**src/rtl/mips_pkg.sv**
```systemverilog
// Shared write-back definitions: register-file widths, the queued entry
// layout and the hard-wired zero register.
package mips_pkg;

  localparam int DATA_W = 32;
  localparam int ADDR_W = 5;

  localparam logic [ADDR_W-1:0] REG_ZERO = '0;

  typedef struct packed {
    logic [ADDR_W-1:0] addr;
    logic [DATA_W-1:0] data;
  } wb_entry_t;

endpackage

```
**src/rtl/wbuf_fwd_match.sv**
```systemverilog
// Youngest-match search over the live window [head, head+count) of the
// write buffer; one instance per register-file read port.
module wbuf_fwd_match #(
  parameter int DEPTH  = 4,
  parameter int DATA_W = 32,
  parameter int ADDR_W = 5,
  localparam int PW    = $clog2(DEPTH),
  localparam int CW    = PW + 1
) (
  input  logic [ADDR_W-1:0] q_addr [DEPTH],
  input  logic [DATA_W-1:0] q_data [DEPTH],
  input  logic [PW-1:0]     head,
  input  logic [CW-1:0]     count,
  input  logic [ADDR_W-1:0] raddr,
  output logic              hit,
  output logic [DATA_W-1:0] data
);
  import mips_pkg::*;

  logic [PW-1:0] idx;

  // Walk oldest to youngest so a later match overrides an earlier one.
  always_comb begin
    hit  = 1'b0;
    data = '0;
    idx  = head;
    for (int i = 0; i < DEPTH; i++) begin
      idx = head + PW'(i);
      if ((CW'(i) < count) && (raddr != ADDR_W'(REG_ZERO)) && (q_addr[idx] == raddr)) begin
        hit  = 1'b1;
        data = q_data[idx];
      end
    end
  end

endmodule

```
**src/rtl/regfile_write_buffer.sv**
```systemverilog
// In-order write queue in front of the register file's single write port,
// merging ALU and mult/div results and forwarding uncommitted values.
module regfile_write_buffer #(
  parameter int DEPTH  = 4,
  parameter int DATA_W = mips_pkg::DATA_W,
  parameter int ADDR_W = mips_pkg::ADDR_W,
  localparam int PW    = $clog2(DEPTH),
  localparam int CW    = PW + 1
) (
  input  logic              CLK,
  input  logic              reset,
  input  logic              alu_valid,
  input  logic [ADDR_W-1:0] alu_addr,
  input  logic [DATA_W-1:0] alu_data,
  output logic              alu_ready,
  input  logic              md_valid,
  input  logic [ADDR_W-1:0] md_addr,
  input  logic [DATA_W-1:0] md_data,
  output logic              md_ready,
  output logic              RegWrite,
  output logic [ADDR_W-1:0] write,
  output logic [DATA_W-1:0] writeData,
  input  logic [ADDR_W-1:0] read1,
  input  logic [ADDR_W-1:0] read2,
  output logic              fwd1_hit,
  output logic              fwd2_hit,
  output logic [DATA_W-1:0] fwd1_data,
  output logic [DATA_W-1:0] fwd2_data,
  output logic [CW-1:0]     count,
  output logic              full,
  output logic              empty
);
  import mips_pkg::*;

  logic [ADDR_W-1:0] q_addr [DEPTH];
  logic [DATA_W-1:0] q_data [DEPTH];
  logic [PW-1:0]     head;
  logic [PW-1:0]     tail;
  logic [CW-1:0]     free;
  logic              alu_enq;
  logic              md_enq;
  logic              deq;
  logic [CW-1:0]     enq_cnt;
  logic [PW-1:0]     md_slot;

  // Space is judged on the registered count only; the ALU owns the last slot.
  assign free      = CW'(DEPTH) - count;
  assign alu_ready = (free >= CW'(1));
  assign md_ready  = (free >= CW'(2)) || ((free == CW'(1)) && !alu_valid);

  // Writes to $0 complete the handshake but never occupy a slot.
  assign alu_enq = alu_valid && alu_ready && (alu_addr != ADDR_W'(REG_ZERO));
  assign md_enq  = md_valid  && md_ready  && (md_addr  != ADDR_W'(REG_ZERO));
  assign deq     = (count != '0);
  assign enq_cnt = CW'(alu_enq) + CW'(md_enq);
  assign md_slot = tail + PW'(alu_enq);

  always_ff @(posedge CLK or negedge reset) begin
    if (!reset) begin
      head  <= '0;
      tail  <= '0;
      count <= '0;
    end else begin
      head  <= head + PW'(deq);
      tail  <= tail + PW'(enq_cnt);
      count <= count + enq_cnt - CW'(deq);
    end
  end

  always_ff @(posedge CLK) begin
    if (alu_enq) begin
      q_addr[tail] <= alu_addr;
      q_data[tail] <= alu_data;
    end
    if (md_enq) begin
      q_addr[md_slot] <= md_addr;
      q_data[md_slot] <= md_data;
    end
  end

  // Head entry drives the write port directly; it commits on the next edge.
  assign RegWrite  = deq;
  assign write     = deq ? q_addr[head] : '0;
  assign writeData = deq ? q_data[head] : '0;
  assign full      = (count == CW'(DEPTH));
  assign empty     = (count == '0);

  wbuf_fwd_match #(.DEPTH(DEPTH), .DATA_W(DATA_W), .ADDR_W(ADDR_W)) u_fwd1 (
    .q_addr (q_addr),
    .q_data (q_data),
    .head   (head),
    .count  (count),
    .raddr  (read1),
    .hit    (fwd1_hit),
    .data   (fwd1_data)
  );

  wbuf_fwd_match #(.DEPTH(DEPTH), .DATA_W(DATA_W), .ADDR_W(ADDR_W)) u_fwd2 (
    .q_addr (q_addr),
    .q_data (q_data),
    .head   (head),
    .count  (count),
    .raddr  (read2),
    .hit    (fwd2_hit),
    .data   (fwd2_data)
  );

  always_ff @(posedge CLK) begin
    if (reset) begin
      assert (count <= CW'(DEPTH));
    end
  end

endmodule

```
**config.mk**
```make
export PLATFORM = sky130hd
export DESIGN_NAME = regfile_write_buffer
export DESIGN_NICKNAME = d
export VERILOG_FILES = /design/src/rtl/mips_pkg.sv /design/src/rtl/wbuf_fwd_match.sv /design/src/rtl/regfile_write_buffer.sv
export SDC_FILE = /design/constraint.sdc
export NUM_CORES = 1
export LEC_CHECK = 0
export CAP_MARGIN = 10
export CORE_ASPECT_RATIO = 1.25
export CORE_MARGIN = 4
export CORE_UTILIZATION = 25
export CTS_CLUSTER_SIZE = 8
export DETAILED_ROUTE_END_ITERATION = 8
export SLEW_MARGIN = 25
export SYNTH_ARGS = -nofsm -noshare
export SYNTH_HDL_FRONTEND = slang
export SYNTH_HIERARCHICAL = 1
export SYNTH_SLANG_ARGS = --single-unit
```
**constraint.sdc**
```tcl
create_clock -name CLK -period 3.91 [get_ports CLK]
set_input_delay 0.391 -clock CLK [delete_from_list [all_inputs] [get_ports CLK]]
set_output_delay 0.391 -clock CLK [all_outputs]
set_load 0.005 [all_outputs]
```
# Word level (Yosys, flattened, before mapping)

Cells that the tools add are included.

Equal/unequal tests: 10
Order comparisons: 14
Bitwise logic cells: 6
Multiplexer cells: 58
Reduce and logical (&&, ||, !) cells: 31
Add/subtract/negate cells: 10

Operators by type and width:

| cell                                                | number |
|---|---|
| two-way mux 32 bit                                  | 19 |
| binary-select mux 32 bit (select 2 bit)             | 4 |
| bitwise mux 128 bit                                 | 2 |
| two-way mux 128 bit                                 | 2 |
| demux 32 bit (select 2 bit)                         | 2 |
| two-way mux 5 bit                                   | 11 |
| binary-select mux 5 bit (select 2 bit)              | 4 |
| bitwise mux 20 bit                                  | 2 |
| equality test 5 bit                                 | 8 |
| two-way mux 20 bit                                  | 2 |
| logical AND 1 bit                                   | 23 |
| demux 5 bit (select 2 bit)                          | 2 |
| nonzero test 5 bit                                  | 4 |
| >= comparator 3 bit, second input constant          | 6 |
| NOT 2 -> 3 bit                                      | 6 |
| two-way mux 1 bit                                   | 8 |
| < comparator 1 x 3 -> 1 bit, first input constant   | 2 |
| < comparator 2 x 3 -> 1 bit, first input constant   | 2 |
| < comparator 3 x 1 -> 1 bit, second input constant  | 2 |
| adder 2 x 1 -> 2 bit                                | 2 |
| adder 2 bit, second input constant                  | 2 |
| adder 3 x 2 -> 3 bit                                | 1 |
| equality test 3 x 1 -> 1 bit, second input constant | 1 |
| equality test 3 bit, second input constant          | 1 |
| other kinds (11)                                    | 11 |

Register bits: 155
Word-level logic and storage cells: 140

# Depth between registers and ports, before layout

Gate-level depths: netlist (run 1).

Word-level depth: 12
Depth in mapped cells: 15
Depth with buffers taken out: 15

# Cells and area by module

The synthesis (run 1) kept the hierarchy.

By module, submodules not included:

| module               | sequential area each (µm²) | cells an instance | times used | area an instance (µm²) |
|---|---|---|---|---|
| wbuf_fwd_match       | 0.0                        | 510               | 2          | 4420.5 |
| regfile_write_buffer | 3138.0                     | 617               | 1          | 8325.5 |

# Least setup slack after synthesis (run 1)

No wires, ideal clock.

Path type: flip-flop to flip-flop
From: reg count[0]
To: reg count[2]
Library setup time: 123 ps
Period minus slack after synthesis: 3537 ps
Data arrival time: 3414 ps
Slack: 373 ps
Buffers on the path: 1
Stages on the path, launching flop included: 16
Required time: 3787 ps
Cells stage by stage: dfrtp_1 > inv_1 > ha_1 > ha_1 > or4b_2 > buf_2 > o211a_1 > ha_1 > inv_1 > ha_1 > inv_1 > ha_1 > inv_1 > fa_1 > xor2_1 > xnor2_1

Elaborated cells between the ends (all ways): 14
Classes of those cells: 4 x add/sub; 2 x order compare; 1 x eq/ne; 7 x reduce/logical

RTL lines:

| element                         | line                       | source |
|---|---|---|
| start: declaration              | regfile_write_buffer.sv:29 | `output logic [CW-1:0] count,` |
| start signal: assignment        | regfile_write_buffer.sv:66 | `count <= count + enq_cnt - CW'(deq);` |
| subtractor 3 bit                | regfile_write_buffer.sv:47 | `assign free = CW'(DEPTH) - count;` |
| >= comparator 3 x 1 -> 1 bit    | regfile_write_buffer.sv:48 | `assign alu_ready = (free >= CW'(1));` |
| via alu_ready                   | regfile_write_buffer.sv:15 | `output logic alu_ready,` |
| logical AND 1 bit (2 in series) | regfile_write_buffer.sv:52 | `assign alu_enq = alu_valid && alu_ready && (alu_addr != ADDR_W'(REG_ZERO));` |
| adder 1 x 1 -> 2 bit            | regfile_write_buffer.sv:55 | `assign enq_cnt = CW'(alu_enq) + CW'(md_enq);` |
| adder 3 x 2 -> 3 bit            | regfile_write_buffer.sv:66 |  |
| subtractor 3 x 1 -> 3 bit       | regfile_write_buffer.sv:66 |  |

The timed path passes the listed nets, and every way through them passes these cells.

# Final worst setup path (run 1)

From: reg head[1]
To: out fwd1_data[16]

Longest elaborated chain between the ends: 10
Elaborated cells between the ends (all ways): 43
Classes of those cells: 3 x add/sub; 4 x eq/ne; 28 x mux; 4 x bitwise; 4 x reduce/logical

RTL lines:

| element                                                                                               | line                                                             | source |
|---|---|---|
| start: declaration                                                                                    | regfile_write_buffer.sv:37                                       | `logic [PW-1:0] head;` |
| start signal: assignment                                                                              | regfile_write_buffer.sv:64                                       | `head <= head + PW'(deq);` |
| adder 2 x 1 -> 2 bit / NOT 2 -> 3 bit (equally long branches)                                         | wbuf_fwd_match.sv:28, wbuf_fwd_match.sv:29, wbuf_fwd_match.sv:31 |  |
| NOT 2 -> 3 bit (implied by the code) / binary-select mux 5 bit (select 2 bit) (equally long branches) | wbuf_fwd_match.sv:29, wbuf_fwd_match.sv:31                       |  |
| binary-select mux 5 bit (select 2 bit) / two-way mux 5 bit (equally long branches)                    | wbuf_fwd_match.sv:29                                             | `if ((CW'(i) < count) && (raddr != ADDR_W'(REG_ZERO)) && (q_addr[idx] == raddr)) begin` |
| two-way mux 5 bit (implied by the code)                                                               | wbuf_fwd_match.sv:29                                             |  |
| two-way mux 5 bit (implied by the code) / equality test 5 bit (equally long branches)                 | wbuf_fwd_match.sv:29                                             |  |
| equality test 5 bit / logical AND 1 bit (equally long branches)                                       | wbuf_fwd_match.sv:29                                             |  |
| logical AND 1 bit / two-way mux 32 bit (equally long branches)                                        | wbuf_fwd_match.sv:29                                             |  |
| two-way mux 32 bit (2 in series)                                                                      | wbuf_fwd_match.sv:29                                             |  |
| two-way mux 32 bit *                                                                                  | wbuf_fwd_match.sv:29                                             |  |
| end: declaration                                                                                      | regfile_write_buffer.sv:27                                       | `output logic [DATA_W-1:0] fwd1_data,` |

Every way passes the cells marked *; elsewhere a longest branch is shown, timed or not. The select of a mux whose other input is x is not followed.

==> metrics.txt, run 1 <==
async set-or-reset flop fraction in the synthesized netlist=4.52%; Top Ports=199; number of iterations in the first detailed-routing pass=5; DRC=0; leakage power of the design=8.95 nW; Worst Setup End Kind=output port; register area share after synthesis=18.3%; dominant combinational cell family by area after synthesis=multiplexers; number of placed instances, taps included=2655; mux cell area share after synthesis=51.2%; total routed wirelength=70700 um; clock edge transition at the registers on the reported setup and hold paths=0.08 ns; cell with the largest stage delay on the worst path=sky130_fd_sc_hd__mux4_2; initial core utilization=25.2%; net count of the mapped netlist=1738; max cap viols=0; post-synthesis to final-layout area growth=37.4%; setup_tns=-0.174 ns; CP max stage delay=0.52 ns; worst endpoint required time=3.52 ns; floorplan row count=107; flop and latch count out of synthesis=155; floorplan die area=72900 sq um; Std-Cell Core Area=68100 sq um; worst setup margin=-0.0384 ns; Final GP Congestion=0.892; number of buffer cells added on primary ports=198; horizontal die dimension=242 um; wire length of the first global-routing pass=101000 um; CP Cell Sequence=buf_6 -> mux4_2 -> xnor2_2 -> nand3_2 -> nor4_4 -> buf_6 -> buf_4 -> buf_12 -> a21oi_1 -> o21ai_0 -> o2bb2ai_2 -> dlygate4sd2_1; number of synthesized flops with an enable pin=0; Buf/Inv on CP=5; adder-cell area share of the yosys netlist=0.991%; Critical Setup Path Class=register to output port; antenna-violating nets left=0; violations in the final reports=setup timing; average wire per cell in the routed design=25.4 um; Worst Clk Skew=0.0168 ns; post-layout net count=1997; largest voltage drop on the vdd net=576 uV; maximum buffer depth of the clock tree=2; starting DRC count in detailed routing=1293; Hold Vio Cnt, Final=0; share of post-route cells with drive strength above 1=46.7%; average cell area after synthesis=10.5 sq um; post-synthesis xor/xnor area fraction=2.92%; area fraction in compound gates after synthesis=16.2%; Most used DFF post-synth=sky130_fd_sc_hd__dfxtp_1; fin crit share=101%; power per standard cell area=1110 nW/um^2; most common cell after layout, fill and taps aside=sky130_fd_sc_hd__mux2_2; cell family with most CP delay=buffers and inverters; final setup violation count=9; transition time at the pin with the least slew margin=0.951 ns; non-filler instance count after layout=2783; classification of the worst-slack hold path=primary input to async pin; CTS tree=yes; fmax=253 MHz; unrepaired setup endpoints after global routing=true; status=finished with violations; largest driver fanout on the critical path=40; Design Power=26.2 mW; Die H=301 um; count of different cell masters after synthesis=57; CTS buffer count=17; vias in the first global route=16000; total of hold buffers inserted after clock tree synthesis=0; number of max-slew violations in the final report=0; insertion delay of the later-clocked pin in the worst-skew pair=0.47 ns; Worst Path Arrival=3.56 ns; clk sinks=155; area share of and/or/nand/nor cells after synthesis=4.74%; number of antenna violations at the first check in global routing=8; library cell appearing most often on the critical path=sky130_fd_sc_hd__buf_6; via count=15600; number of levels the H-tree was split into=4; Max-Slew Margin vs Limit=36.6%; combined global-route utilization of all metal layers=18.2%; mapped cell area=17200 sq um; sort of element at the start of the critical path=register; gate count of the mapped netlist=1637; synthesis warning total=6; average via count per standard cell=5.62; post-layout min period=3.95 ns; most frequent cells in the layout=sky130_fd_sc_hd__mux2_2, sky130_fd_sc_hd__mux2i_1, sky130_fd_sc_hd__dfxtp_1; GRT Residual Overflow=0; post-detail-place hpwl=47000 um; clk root buf=sky130_fd_sc_hd__clkbuf_16; maximum number of pins on one net before global-route repair=82
final timing paths:
kind | startpoint | end | slack (ns) | depth (start not counted)
max | head[1] | fwd1_data[16] | -0.04 | 12
min | reset | tail[1] | 0.20 | 1
max reg2reg | count[0] | count[2] | 0.53 | 14
min reg2reg | tail[0] | tail[0] | 0.63 | 1
max in group asynchronous | reset | head[1] | 3.41 | 1
min in group CLK | md_data[23] | q_data[23] | 0.61 | 2
worst reg2reg max path: stages (launching register included):
cell and delay (ns):
sky130_fd_sc_hd__dfrtp_1 0.35, sky130_fd_sc_hd__inv_1 0.07, sky130_fd_sc_hd__ha_1 0.22, sky130_fd_sc_hd__ha_1 0.29
sky130_fd_sc_hd__or4b_2 0.61, sky130_fd_sc_hd__o211a_1 0.18, sky130_fd_sc_hd__ha_1 0.31, sky130_fd_sc_hd__inv_1 0.05
sky130_fd_sc_hd__ha_1 0.27, sky130_fd_sc_hd__inv_1 0.06, sky130_fd_sc_hd__ha_1 0.13, sky130_fd_sc_hd__inv_1 0.05
sky130_fd_sc_hd__fa_1 0.37, sky130_fd_sc_hd__xor2_1 0.18, sky130_fd_sc_hd__xnor2_1 0.14
synth_stat cells (16+ instances only):
master | count | share of area, %
sky130_fd_sc_hd__a41o_1 | 16 | 0.93
sky130_fd_sc_hd__a2bb2oi_1 | 16 | 0.82
sky130_fd_sc_hd__mux2_1 | 121 | 7.9
sky130_fd_sc_hd__mux2i_1 | 210 | 12
sky130_fd_sc_hd__buf_6 | 23 | 1.5
sky130_fd_sc_hd__nor2_1 | 22 | 0.48
sky130_fd_sc_hd__a22oi_1 | 28 | 1.2
sky130_fd_sc_hd__a221o_1 | 82 | 4.8
sky130_fd_sc_hd__o21ai_0 | 42 | 1.2
sky130_fd_sc_hd__o2bb2ai_1 | 62 | 3.2
sky130_fd_sc_hd__xor2_1 | 17 | 0.87
sky130_fd_sc_hd__mux4_2 | 53 | 7.0
sky130_fd_sc_hd__clkbuf_1 | 86 | 1.9
sky130_fd_sc_hd__and2_1 | 40 | 1.5
sky130_fd_sc_hd__xnor2_1 | 34 | 1.7
sky130_fd_sc_hd__or2_2 | 32 | 1.2
sky130_fd_sc_hd__buf_2 | 32 | 0.93
sky130_fd_sc_hd__mux2_2 | 367 | 24
sky130_fd_sc_hd__dfxtp_1 | 148 | 17
sky130_fd_sc_hd__a21oi_1 | 76 | 2.2
per-layer routing:
layer	GRT usage, %	up-vias	part of all wire [%]
li1	-	6965	-
met4	7.47	6	3.9
met3	3.93	157	6.3
met5	0	-	0.066
met2	32.2	640	50
met1	21.3	7865	40
stage by stage:
stage | worst slack (ns) | instance area (sq um) | hold WS, ns | utilization [%]
finish | -0.0384 | 23600 | 0.195 | 34.6
global route | -0.130 | 23600 | 0.205 | 34.6
CTS | -0.244 | 22600 | 0.176 | 33.2
detailed placement | 0.00232 | 20600 | 0.599 | 30.2
global placement | 0.0395 | 20600 | 0.592 | 30.2
floorplan | 0.373 | 17200 | 0.0954 | -
flip-flops by register name, indices dropped and copies added, names as in the netlist:
signal	flops
head	2
q_data	128
count	3
q_addr	20
tail	2
cell type report:
cell class | instances | area [sq um]
Antenna cell | 2 | 5.00
Clock buffer | 17 | 425
Clock inverter | 15 | 184
Fill cell | 6707 | 44600
Inverter | 16 | 60.1
Multi-Input combinational cell | 1304 | 14200
Sequential cell | 155 | 3150
Tap cell | 872 | 1090
Timing Repair Buffer | 402 | 4440
repair_timing:
action,CTS,global route
gates resized for setup,300,188
setup buffers,40,49
setup endpoints to repair,73,60
pin swaps,33,74
cloned,13,4
where the power goes:
part	total (mW)	switching [mW]	leakage, nW	internal [mW]
Combinational	20.4	9.48	7.33	11.0
Sequential	4.01	1.50	1.33	2.52
Clock	1.77	0.803	0.291	0.965
Total	26.2	11.8	8.95	14.4
cells by family (layout without fill, tap and decap cells):
group	count (synthesis)	in the layout
flops	155	155
simple gates	134	134
mux	751	751
compound gates	353	353
other cells	0	2
xor+xnor	53	53
fa+ha+maj	13	13
buf+inv	178	450
(Power assumes the default switching activity.)
==> inputs of run 2 (changes only) <==
--- a/config.mk
+++ b/config.mk
@@ -6,7 +6,6 @@
 export NUM_CORES = 1
 export LEC_CHECK = 0
 export CAP_MARGIN = 10
-export CORE_ASPECT_RATIO = 1.25
 export CORE_MARGIN = 4
 export CORE_UTILIZATION = 25
 export CTS_CLUSTER_SIZE = 8
==> metrics.txt, run 2 (same netlist as run 1, synthesis figures left out) <==
worst endpoint required time=3.52 ns; most common cell after layout, fill and taps aside=sky130_fd_sc_hd__mux2_2; Max-Slew Margin vs Limit=51.2%; met2 track demand over resource=32.7%; Final GP Congestion=0.838; number of placed instances, taps included=2678; final setup violation count=38; clk sinks=155; number of levels the H-tree was split into=4; CP Cell Sequence=buf_16 -> buf_12 -> buf_6 -> mux2i_2 -> xnor2_1 -> mux2_4 -> nor4_4 -> buf_4 -> nor2_4 -> buf_12 -> buf_16 -> buf_6 -> a221o_1 -> o2bb2ai_4 -> buf_2; via count=16200; starting DRC count in detailed routing=1254; WHS=0.192 ns; average wire per cell in the routed design=26.5 um; number of antenna violations at the first check in global routing=7; fraction of power consumed by combinational cells=79.2%; Die H=270 um; GRT Residual Overflow=0; total of hold buffers inserted after clock tree synthesis=0; total routed wirelength=75600 um; wire length of the first global-routing pass=108000 um; max cap viols=0; floorplan die area=72900 sq um; Worst Setup End Kind=output port; part of the total power dissipated in sequential elements=14.6%; cell with the largest stage delay on the worst path=sky130_fd_sc_hd__dfrtp_4; leakage power of the design=9.49 nW; most used routing layer in global routing=met2; internal power consumption=15.0 mW; Critical Setup Path Class=register to output port; most frequent cells in the layout=sky130_fd_sc_hd__mux2_2, sky130_fd_sc_hd__mux2i_1, sky130_fd_sc_hd__dfxtp_1; Worst Path Arrival=3.64 ns; post-layout min period=4.03 ns; violations in the final reports=setup timing; Top Ports=199; portion of total power attributed to the clock network=6.2%; maximum buffer depth of the clock tree=2; horizontal die dimension=270 um; transition time at the pin with the least slew margin=0.733 ns; largest voltage drop on the vdd net=414 uV; net load switching power=12.3 mW; fin util=36.6%; most flop-heavy register=q_data; vias in the first global route=16300; post-synthesis to final-layout area growth=44.4%; CTS buffer count=17; antenna-violating nets left=0; non-filler instance count after layout=2852; CTS tree=yes; post-detail-place hpwl=44600 um; fin crit share=103%; Std-Cell Core Area=67600 sq um; post-layout net count=2061; status=finished with violations; DRC=0; max FFs per register=128; unrepaired setup endpoints after global routing=true; Hold Vio Cnt, Final=0; switching part of the total power=45.1%; final-layout fill cell count=6493; clock edge transition at the registers on the reported setup and hold paths=0.06 ns; leading registers by flop count=q_data: 128 flops, q_addr: 20 flops, count: 3 flops; floorplan row count=95; largest driver fanout on the critical path=7; Worst Clk Skew=0.0110 ns; combined global-route utilization of all metal layers=19.3%; number of max-slew violations in the final report=0; maximum number of pins on one net before global-route repair=145; number of iterations in the first detailed-routing pass=5; setup_tns=-1.80 ns; insertion delay of the later-clocked pin in the worst-skew pair=0.50 ns; sort of element at the start of the critical path=register; met3 GRT Util=3.29%; power per standard cell area=1100 nW/um^2; fmax=248 MHz; worst setup margin=-0.123 ns; area after detailed placement=20900 sq um; classification of the worst-slack hold path=primary input to async pin; initial core utilization=25.4%; average via count per standard cell=5.69; final design instance area without fill=24800 sq um; clk root buf=sky130_fd_sc_hd__clkbuf_16; share of post-route cells with drive strength above 1=50.0%; number of buffer cells added on primary ports=198; CP max stage delay=0.53 ns; met1 track demand over resource in global routing=24.8%
## run 2: through the flow
step           worst slack (ns)  power, mW
3_5_place_dp             -0.242       21.8
6_report                 -0.123       27.3
5_1_grt                  -0.278       28.7
4_1_cts                  -0.199       26.0
3_3_place_gp             -0.284       21.2
2_1_floorplan             0.373       15.2
## run 2: worst max-delay path: cells and delay by family (launching register included)
| kind | cells | cell delay [ns] |
|---|---|---|
| compound gates | 2 | 0.49 |
| xor+xnor | 1 | 0.13 |
| buf+inv | 8 | 1.12 |
| mux | 2 | 0.49 |
| flops | 1 | 0.53 |
| simple gates | 2 | 0.39 |
## run 2: power groups by stage
stage / Combinational (mW) / Clock [mW] / Sequential, mW
6_report: 21.7 / 1.68 / 3.99
4_1_cts: 20.3 / 1.73 / 3.89
5_1_grt: 22.8 / 1.79 / 4.13
3_5_place_dp: 17.9 / 0 / 3.91
2_1_floorplan: 11.8 / 0 / 3.38
3_3_place_gp: 17.4 / 0 / 3.80
## run 2: final cells by class
type                       count  area, sq um  area share [%]
multi-input combinational   1304        14600            58.8
tap                          873         1090            4.41
antenna                        6         15.0          0.0606
sequential                   155         3150            12.7
clock buffer                  20          447            1.80
clock inverter                12          116           0.469
inverter                      16         65.1           0.262
timing repair buffer         466         5340            21.5
## run 2: what timing repair did
action                     CTS  global route
resized for setup          453           169
setup endpoints to repair   80            75
hold endpoints to repair     0             0
gates cloned                23             6
pin swaps                   76            68
buffers inserted            84            43
## run 2: path summary, 6_finish.rpt
check	startpoint	endpoint	cells after the start	slack [ns]
worst min-delay path	reset	count[1]	1	0.19
worst max-delay path	head[1]	fwd1_data[24]	15	-0.12
min in group CLK	md_data[25]	q_data[57]	2	0.59
worst min register to register	count[0]	count[0]	1	0.60
worst max register to register	count[1]	count[2]	14	0.28
max in group asynchronous	reset	head[0]	1	3.40
## run 2: metal layers
layer,up-vias,share of wire [%],wire length [um]
met2,715,48,36200
met4,0,3.7,2800
li1,7108,-,-
met5,-,0,0
met3,176,5.6,4260
met1,8229,43,32300
